`config.mk`:
```
export PLATFORM = sky130hd
export DESIGN_NAME = red_pitaya_asg_seq_ctrl
export DESIGN_NICKNAME = d
export VERILOG_FILES = /design/src/rtl/red_pitaya_asg_pkg.sv /design/src/rtl/red_pitaya_asg_slot_bank.sv /design/src/rtl/red_pitaya_asg_seq_ctrl.sv
export SDC_FILE = /design/constraint.sdc
export NUM_CORES = 2
export LEC_CHECK = 0
export CAP_MARGIN = 0
export CORE_AREA = 8 8 319 321
export CTS_CLUSTER_DIAMETER = 50
export DETAILED_ROUTE_END_ITERATION = 16
export DIE_AREA = 0 0 327 329
export PLACE_DENSITY = 0.76
export SYNTH_ARGS = -nofsm -noshare
export SYNTH_HDL_FRONTEND = slang
export SYNTH_SLANG_ARGS = --single-unit
```
`constraint.sdc`:
```
create_clock -name dac_clk_i -period 39.3 [get_ports dac_clk_i]
set_input_delay 5.895 -clock dac_clk_i [delete_from_list [all_inputs] [get_ports dac_clk_i]]
set_output_delay 5.895 -clock dac_clk_i [all_outputs]
set_load 0.005 [all_outputs]
```
`src/rtl/red_pitaya_asg_pkg.sv`:
```
// Shared register map, CTRL/STATUS bit positions and slot field widths for the
// arbitrary-signal-generator sequence controller.
package red_pitaya_asg_pkg;

    localparam int unsigned N_SLOT     = 4;
    localparam int unsigned SLOT_IDX_W = 2;
    localparam int unsigned AMP_W      = 14;
    localparam int unsigned CNT_W      = 16;
    localparam int unsigned PHASE_W    = 2;
    localparam int unsigned RDLY_W     = 32;
    localparam int unsigned FRAC_W     = 16;
    localparam int unsigned THR_W      = 3;
    localparam int unsigned FREE_W     = 3;

    localparam logic [7:0] ADDR_CTRL   = 8'h00;
    localparam logic [7:0] ADDR_STATUS = 8'h04;
    localparam logic [7:0] ADDR_AMP    = 8'h08;
    localparam logic [7:0] ADDR_DC     = 8'h0C;
    localparam logic [7:0] ADDR_START  = 8'h10;
    localparam logic [7:0] ADDR_END    = 8'h14;
    localparam logic [7:0] ADDR_STEP   = 8'h18;
    localparam logic [7:0] ADDR_CYC    = 8'h1C;
    localparam logic [7:0] ADDR_RDLY   = 8'h20;
    localparam logic [7:0] ADDR_PHASE  = 8'h24;
    localparam logic [7:0] ADDR_IRQ    = 8'h28;

    localparam int unsigned CTRL_COMMIT = 0;
    localparam int unsigned CTRL_FLUSH  = 1;
    localparam int unsigned CTRL_TRIG   = 2;

    localparam int unsigned ST_WR_LSB   = 4;
    localparam int unsigned ST_RD_LSB   = 6;
    localparam int unsigned ST_OVF      = 8;
    localparam int unsigned ST_UND      = 9;
    localparam int unsigned ST_FREE_LSB = 10;

    localparam int unsigned RNUM_LSB   = 16;
    localparam int unsigned IRQ_EN_BIT = 31;

    // Number of empty slots given the valid mask.
    function automatic logic [FREE_W-1:0] free_slots(input logic [N_SLOT-1:0] v);
        return FREE_W'(N_SLOT) - (FREE_W'(v[0]) + FREE_W'(v[1]) + FREE_W'(v[2]) + FREE_W'(v[3]));
    endfunction

endpackage

```
`src/rtl/red_pitaya_asg_slot_bank.sv`:
```
// Four-entry slot store; one slot is overwritten per write strobe and all
// slots are presented as packed buses.
module red_pitaya_asg_slot_bank
    import red_pitaya_asg_pkg::*;
#(
    parameter int unsigned AW = 32
)(
    input  logic                        clk,
    input  logic                        rst,
    input  logic                        we,
    input  logic [SLOT_IDX_W-1:0]       idx,
    input  logic [AMP_W-1:0]            amp,
    input  logic [AMP_W-1:0]            dc,
    input  logic [AW-1:0]               start_addr,
    input  logic [AW-1:0]               end_addr,
    input  logic [AW-1:0]               step,
    input  logic [CNT_W-1:0]            ncyc,
    input  logic [CNT_W-1:0]            rnum,
    input  logic [RDLY_W-1:0]           rdly,
    input  logic [PHASE_W-1:0]          phase,
    output logic [N_SLOT*AMP_W-1:0]     amp_all,
    output logic [N_SLOT*AMP_W-1:0]     dc_all,
    output logic [N_SLOT*AW-1:0]        start_all,
    output logic [N_SLOT*AW-1:0]        end_all,
    output logic [N_SLOT*AW-1:0]        step_all,
    output logic [N_SLOT*CNT_W-1:0]     ncyc_all,
    output logic [N_SLOT*CNT_W-1:0]     rnum_all,
    output logic [N_SLOT*RDLY_W-1:0]    rdly_all,
    output logic [N_SLOT*PHASE_W-1:0]   phase_all
);

    always_ff @(posedge clk or posedge rst) begin
        if (rst) begin
            amp_all   <= '0;
            dc_all    <= '0;
            start_all <= '0;
            end_all   <= '0;
            step_all  <= '0;
            ncyc_all  <= '0;
            rnum_all  <= '0;
            rdly_all  <= '0;
            phase_all <= '0;
        end else if (we) begin
            amp_all[idx*AMP_W +: AMP_W]       <= amp;
            dc_all[idx*AMP_W +: AMP_W]        <= dc;
            start_all[idx*AW +: AW]           <= start_addr;
            end_all[idx*AW +: AW]             <= end_addr;
            step_all[idx*AW +: AW]            <= step;
            ncyc_all[idx*CNT_W +: CNT_W]      <= ncyc;
            rnum_all[idx*CNT_W +: CNT_W]      <= rnum;
            rdly_all[idx*RDLY_W +: RDLY_W]    <= rdly;
            phase_all[idx*PHASE_W +: PHASE_W] <= phase;
        end
    end

endmodule

```
`src/rtl/red_pitaya_asg_seq_ctrl.sv`:
```
// Sequence controller: staging registers, 4-slot ring with commit/free
// bookkeeping, overflow/underrun flags and refill interrupt.
module red_pitaya_asg_seq_ctrl
    import red_pitaya_asg_pkg::*;
#(
    parameter int unsigned RSZ   = 16,
    parameter int unsigned N_BUF = 4
)(
    input  logic                        dac_clk_i,
    input  logic                        dac_rst_i,
    input  logic [7:0]                  sys_addr_i,
    input  logic [31:0]                 sys_wdata_i,
    input  logic                        sys_wen_i,
    input  logic                        sys_ren_i,
    output logic [31:0]                 sys_rdata_o,
    output logic                        sys_ack_o,
    input  logic                        buf_done_i,
    output logic [14*N_BUF-1:0]         set_amp_all_o,
    output logic [14*N_BUF-1:0]         set_dc_all_o,
    output logic [(RSZ+16)*N_BUF-1:0]   set_start_all_o,
    output logic [(RSZ+16)*N_BUF-1:0]   set_end_all_o,
    output logic [(RSZ+16)*N_BUF-1:0]   set_step_all_o,
    output logic [16*N_BUF-1:0]         set_ncyc_all_o,
    output logic [16*N_BUF-1:0]         set_rnum_all_o,
    output logic [2*N_BUF-1:0]          set_phase_bits_all_o,
    output logic [32*N_BUF-1:0]         set_rdly_all_o,
    output logic                        set_rst_o,
    output logic                        trig_sw_o,
    output logic                        underrun_o,
    output logic                        irq_o
);

    localparam int unsigned AW = RSZ + FRAC_W;

    logic [AMP_W-1:0]      amp_q, dc_q;
    logic [AW-1:0]         start_q, end_q, step_q;
    logic [CNT_W-1:0]      ncyc_q, rnum_q;
    logic [RDLY_W-1:0]     rdly_q;
    logic [PHASE_W-1:0]    phase_q;
    logic [THR_W-1:0]      irq_thr_q;
    logic                  irq_en_q;
    logic [N_SLOT-1:0]     valid_q;
    logic [SLOT_IDX_W-1:0] wr_slot_q, rd_slot_q;
    logic                  overflow_q, underrun_q;

    logic                  ctrl_wr_c, status_wr_c, commit_c, flush_c, trig_c;
    logic [N_SLOT-1:0]     valid_freed_c, valid_nxt_c;
    logic [SLOT_IDX_W-1:0] rd_next_c;
    logic                  commit_ok_c, overflow_set_c, underrun_set_c, slot_we_c;
    logic [FREE_W-1:0]     free_cnt_c;
    logic [THR_W-1:0]      irq_thr_eff_c;
    logic [31:0]           rdata_c;

    assign ctrl_wr_c   = sys_wen_i && (sys_addr_i == ADDR_CTRL);
    assign status_wr_c = sys_wen_i && (sys_addr_i == ADDR_STATUS);
    assign commit_c    = ctrl_wr_c && sys_wdata_i[CTRL_COMMIT];
    assign flush_c     = ctrl_wr_c && sys_wdata_i[CTRL_FLUSH];
    assign trig_c      = ctrl_wr_c && sys_wdata_i[CTRL_TRIG];
    assign rd_next_c   = rd_slot_q + SLOT_IDX_W'(1);

    // Free is resolved before commit so a slot released this cycle can be refilled.
    always_comb begin
        valid_freed_c = valid_q;
        if (buf_done_i)
            valid_freed_c[rd_slot_q] = 1'b0;
        commit_ok_c    = commit_c && !valid_freed_c[wr_slot_q];
        overflow_set_c = commit_c && valid_freed_c[wr_slot_q];
        valid_nxt_c    = valid_freed_c;
        if (commit_ok_c)
            valid_nxt_c[wr_slot_q] = 1'b1;
        underrun_set_c = buf_done_i && !valid_nxt_c[rd_next_c];
    end

    assign slot_we_c     = commit_ok_c && !flush_c;
    assign free_cnt_c    = free_slots(valid_q);
    assign irq_thr_eff_c = (irq_thr_q == '0) ? THR_W'(1) : irq_thr_q;

    always_comb begin
        rdata_c = '0;
        case (sys_addr_i)
            ADDR_STATUS: begin
                rdata_c[N_SLOT-1:0]                     = valid_q;
                rdata_c[ST_WR_LSB +: SLOT_IDX_W]        = wr_slot_q;
                rdata_c[ST_RD_LSB +: SLOT_IDX_W]        = rd_slot_q;
                rdata_c[ST_OVF]                         = overflow_q;
                rdata_c[ST_UND]                         = underrun_q;
                rdata_c[ST_FREE_LSB +: FREE_W]          = free_cnt_c;
            end
            ADDR_AMP:   rdata_c = 32'(amp_q);
            ADDR_DC:    rdata_c = 32'(dc_q);
            ADDR_START: rdata_c = 32'(start_q);
            ADDR_END:   rdata_c = 32'(end_q);
            ADDR_STEP:  rdata_c = 32'(step_q);
            ADDR_CYC:   rdata_c = {rnum_q, ncyc_q};
            ADDR_RDLY:  rdata_c = rdly_q;
            ADDR_PHASE: rdata_c = 32'(phase_q);
            ADDR_IRQ: begin
                rdata_c[THR_W-1:0]  = irq_thr_q;
                rdata_c[IRQ_EN_BIT] = irq_en_q;
            end
            default:    rdata_c = '0;
        endcase
    end

    always_ff @(posedge dac_clk_i or posedge dac_rst_i) begin
        if (dac_rst_i) begin
            amp_q     <= '0;
            dc_q      <= '0;
            start_q   <= '0;
            end_q     <= '0;
            step_q    <= '0;
            ncyc_q    <= '0;
            rnum_q    <= '0;
            rdly_q    <= '0;
            phase_q   <= '0;
            irq_thr_q <= '0;
            irq_en_q  <= 1'b0;
        end else if (sys_wen_i) begin
            case (sys_addr_i)
                ADDR_AMP:   amp_q   <= sys_wdata_i[AMP_W-1:0];
                ADDR_DC:    dc_q    <= sys_wdata_i[AMP_W-1:0];
                ADDR_START: start_q <= sys_wdata_i[AW-1:0];
                ADDR_END:   end_q   <= sys_wdata_i[AW-1:0];
                ADDR_STEP:  step_q  <= sys_wdata_i[AW-1:0];
                ADDR_CYC: begin
                    ncyc_q <= sys_wdata_i[CNT_W-1:0];
                    rnum_q <= sys_wdata_i[RNUM_LSB +: CNT_W];
                end
                ADDR_RDLY:  rdly_q  <= sys_wdata_i;
                ADDR_PHASE: phase_q <= sys_wdata_i[PHASE_W-1:0];
                ADDR_IRQ: begin
                    irq_thr_q <= sys_wdata_i[THR_W-1:0];
                    irq_en_q  <= sys_wdata_i[IRQ_EN_BIT];
                end
                default: ;
            endcase
        end
    end

    // Ring bookkeeping; flush overrides any concurrent commit or free.
    always_ff @(posedge dac_clk_i or posedge dac_rst_i) begin
        if (dac_rst_i) begin
            valid_q    <= '0;
            wr_slot_q  <= '0;
            rd_slot_q  <= '0;
            overflow_q <= 1'b0;
            underrun_q <= 1'b0;
        end else if (flush_c) begin
            valid_q    <= '0;
            wr_slot_q  <= '0;
            rd_slot_q  <= '0;
            overflow_q <= 1'b0;
            underrun_q <= 1'b0;
        end else begin
            valid_q <= valid_nxt_c;
            if (commit_ok_c)
                wr_slot_q <= wr_slot_q + SLOT_IDX_W'(1);
            if (buf_done_i)
                rd_slot_q <= rd_next_c;
            if (overflow_set_c)
                overflow_q <= 1'b1;
            else if (status_wr_c && sys_wdata_i[ST_OVF])
                overflow_q <= 1'b0;
            if (underrun_set_c)
                underrun_q <= 1'b1;
            else if (status_wr_c && sys_wdata_i[ST_UND])
                underrun_q <= 1'b0;
        end
    end

    always_ff @(posedge dac_clk_i or posedge dac_rst_i) begin
        if (dac_rst_i) begin
            sys_ack_o   <= 1'b0;
            sys_rdata_o <= '0;
            set_rst_o   <= 1'b0;
            trig_sw_o   <= 1'b0;
            irq_o       <= 1'b0;
        end else begin
            sys_ack_o   <= sys_wen_i || sys_ren_i;
            sys_rdata_o <= sys_ren_i ? rdata_c : '0;
            set_rst_o   <= flush_c;
            trig_sw_o   <= trig_c;
            irq_o       <= irq_en_q && (free_cnt_c >= FREE_W'(irq_thr_eff_c));
        end
    end

    assign underrun_o = underrun_q;

    red_pitaya_asg_slot_bank #(
        .AW (AW)
    ) u_slot_bank (
        .clk        (dac_clk_i),
        .rst        (dac_rst_i),
        .we         (slot_we_c),
        .idx        (wr_slot_q),
        .amp        (amp_q),
        .dc         (dc_q),
        .start_addr (start_q),
        .end_addr   (end_q),
        .step       (step_q),
        .ncyc       (ncyc_q),
        .rnum       (rnum_q),
        .rdly       (rdly_q),
        .phase      (phase_q),
        .amp_all    (set_amp_all_o),
        .dc_all     (set_dc_all_o),
        .start_all  (set_start_all_o),
        .end_all    (set_end_all_o),
        .step_all   (set_step_all_o),
        .ncyc_all   (set_ncyc_all_o),
        .rnum_all   (set_rnum_all_o),
        .rdly_all   (set_rdly_all_o),
        .phase_all  (set_phase_bits_all_o)
    );

endmodule

```
==> flow_summary.json <==
{
  "syn_area_mm2": 0.0416,
  "dp_cells": 5674,
  "multiInputGateArea_mm2": 0.0151,
  "postCtsSetupBuffers": 0,
  "cp.arrival_ns": 10.52,
  "final.setup.tns_ns": 0,
  "io_buffers": 841,
  "area.growth.synth_to_final_pct": 31.4,
  "crit_path_start_kind": "input port",
  "synth-edff-count": 0,
  "fp.dieH_um": 329,
  "drtIter0Drc": 3790,
  "final_antenna_net_count": 0,
  "r2r_cells": 8,
  "worstSetupEndpointType": "flop",
  "syn-num-nets": 3889,
  "max_freq_mhz": 101,
  "cts_root_buf": "clkbuf_16",
  "syn_inst": 3826,
  "ys_warn_count": 0,
  "ir_worst_vdd_uv": 36.5,
  "relSlewSlack_pct": 18.2,
  "outcome": "completed",
  "drc_errors": 0,
  "grt_max_degree": 219,
  "cpPeakStageDelay_ns": 0.98,
  "final_nets": 4570,
  "crit_path_top_delay_cell": "nand4b_1",
  "power.density_mw_per_mm2": 42.3,
  "hold_depth": 2,
  "drv_slew": 0,
  "htreeDepth": 3,
  "postSynthAreaPerCell_um2": 10.9,
  "grtUsageTotal_pct": 29.8,
  "layout-drive-gt1-share_pct": 10.5,
  "yosys.area.top_type": "dfrtp_1",
  "wl_mm": 166,
  "setup_ws_ns": 29.37,
  "core-area_mm2": 0.0971,
  "grt_pass1_wl_mm": 239,
  "timing.final.crit_period_ns": 9.93,
  "rows": 115,
  "setup_violations": 0,
  "nFillCells": 8276,
  "hold_end": "u_slot_bank.rdly_all[67]",
  "clock_path_buffers": 3,
  "synth.distinct_cells": 57,
  "grt_pass1_vias": 33407,
  "antenna_found_initial": 7,
  "cp_common_cell": "buf_4",
  "final_cell_mix": "999 x dfrtp_1, 993 x nand2_1, 841 x clkdlybuf4s50_1",
  "yosysSeqAreaShare_pct": 60.1,
  "min_period_over_period_pct": 25.3,
  "hold_violations": 0,
  "worst_slew_pin_slew_ns": 1.23,
  "r2r-start": "rd_slot_q[0]",
  "cp_max_fo": 94,
  "ctsHoldBuffers": 0,
  "finClkSkew_ns": 0.0333,
  "path_buf_inv": 3,
  "drt_first_pass_iters": 6,
  "path_delay_family": "simple AND/OR/NAND/NOR gates",
  "rsz0062_at_grt": "no",
  "clk_latency_ns": 0.72,
  "r2r_slack_ns": 34.45,
  "yosysTopAreaCellShare_pct": 60.1,
  "cts_resized": 0,
  "leakagePower_uw": 0.0230,
  "hold_path_class": "reg -> reg",
  "yosys-top-cells-area": "dfrtp_1 60%, o31ai_1 9.7%, nand2_1 9.0%",
  "cts_tree": "built",
  "pin_count": 842,
  "vias": 34067,
  "final_common_cell": "dfrtp_1",
  "maxCapViolations": 0,
  "r2r_end": "u_slot_bank.rdly_all[45]",
  "fp.dieW_um": 327,
  "grt_overflow": 0,
  "min-delay-start": "u_slot_bank.rdly_all[67]",
  "place_congestion": 0.932,
  "synth_seq_cells": 1000,
  "synthArstFlopShare_pct": 100,
  "required_ns": 39.89,
  "dp_slack_ns": 28.82,
  "routed_via_density": 5.78,
  "critPathKind": "in -> reg",
  "drt-wirelength-per-cell_um": 28.2,
  "start_util_pct": 42.9,
  "die_area_mm2": 0.108,
  "clock_sinks": 1000,
  "crit_chain": "clkdlybuf4s50_1 -> nor4_2 -> nor4b_4 -> nand4b_1 -> buf_4 -> buf_4 -> o31ai_1",
  "fin_cells": 5890,
  "register_area_mm2": 0.0250,
  "cts_made_buffers": 118,
  "synth_ff_type": "dfrtp_1",
  "hpwlAfterDp_mm": 120,
  "cts.clk_slew.worst_paths_ns": 0.06
}
[tightest hold or removal path: stages, from the launching register on]
cell and delay, ns:
dfrtp_1 0.34, nand2_1 0.05, o31ai_1 0.05
[cell type report]
type,count,area share (%)
multi-input cells,2477,27.7
diodes,5,0.0229
flip-flops and latches,1000,45.7
repair buffers,893,16.1
clock buffers,153,5.88
inverters,17,0.130
clock inverters,58,1.49
well taps,1287,2.94
[sequential cells by signal, indices dropped and copies added (netlist names), 56 cells and up]
name	cells
u_slot_bank.rnum_all	64
u_slot_bank.dc_all	56
u_slot_bank.start_all	128
u_slot_bank.step_all	128
u_slot_bank.rdly_all	128
u_slot_bank.amp_all	56
u_slot_bank.ncyc_all	64
u_slot_bank.end_all	128
[through the flow]
stage                     utilization (%)  hold WS (ns)  area (um^2)  total power, uW
after detailed placement             52.2         0.465        50700             1200
after CTS                            56.3         0.478        54700             2330
final                                56.3         0.472        54700             2320
after floorplan                         -         0.465        41600             1140
after global placement               52.2         0.459        50700             1200
after global routing                 56.3         0.492        54700             2390
[power breakdown]
part | internal [uW] | switching [uW]
combinational | 26.2 | 83.7
clock | 679 | 456
sequential | 1040 | 29.4
total | 1750 | 569
[Yosys cell counts (3+ instances only)]
master,n
nand2b_1,183
nand4b_1,4
o31ai_1,540
a22oi_1,53
o31ai_2,17
mux4_2,17
a222oi_1,11
mux2_2,188
clkbuf_1,225
nand2_1,997
buf_6,15
nor2_1,24
buf_1,18
a21o_1,11
nor4_1,8
nor3_1,5
and2_1,4
inv_1,15
o21ai_0,215
a21bo_2,4
a211oi_1,4
dfrtp_1,1000
a22o_1,8
buf_2,70
mux2i_1,29
and3_1,16
ha_1,17
nor2b_1,3
a31oi_1,34
a21oi_1,29
nand3_1,24
a221oi_1,4
buf_4,4
[how the worst max path moves through the flow]
stage / from / depth (start not counted) / slack, ns / endpoint
3_3_place_gp: sys_addr_i[4] / 7 / 28.91 / u_slot_bank.end_all[32]
5_1_grt: sys_addr_i[4] / 7 / 29.17 / u_slot_bank.start_all[61]
4_1_cts: sys_addr_i[3] / 7 / 29.60 / u_slot_bank.rdly_all[45]
2_1_floorplan: dac_rst_i / 1 / 5.27 / amp_q[0]
6_report: sys_addr_i[3] / 7 / 29.37 / u_slot_bank.rdly_all[45]
3_5_place_dp: sys_addr_i[3] / 7 / 28.82 / u_slot_bank.rdly_all[52]
[cell families (layout without fill, tap and decap cells)]
group	after synthesis	count (layout)	share of synthesized area, %
DFF	1000	1000	60.1
adders and majority gates	18	18	0.559
AOI/OAI and AO/OA	943	943	15.8
buffers and inverters	349	1121	3.66
xor gates and xnor gates	1	1	0.0210
other	0	5	0
muxes	234	234	6.70
and+or+nand+nor	1281	1281	13.2
[per-layer routing]
layer	GRT usage, %	vias up	routed length, um
li1	-	14826	-
met1	37.7	17153	64600
met2	48.8	1691	78700
met3	6.25	395	13000
met4	14.6	2	9660
met5	0	-	10
(Power assumes the default switching activity.)
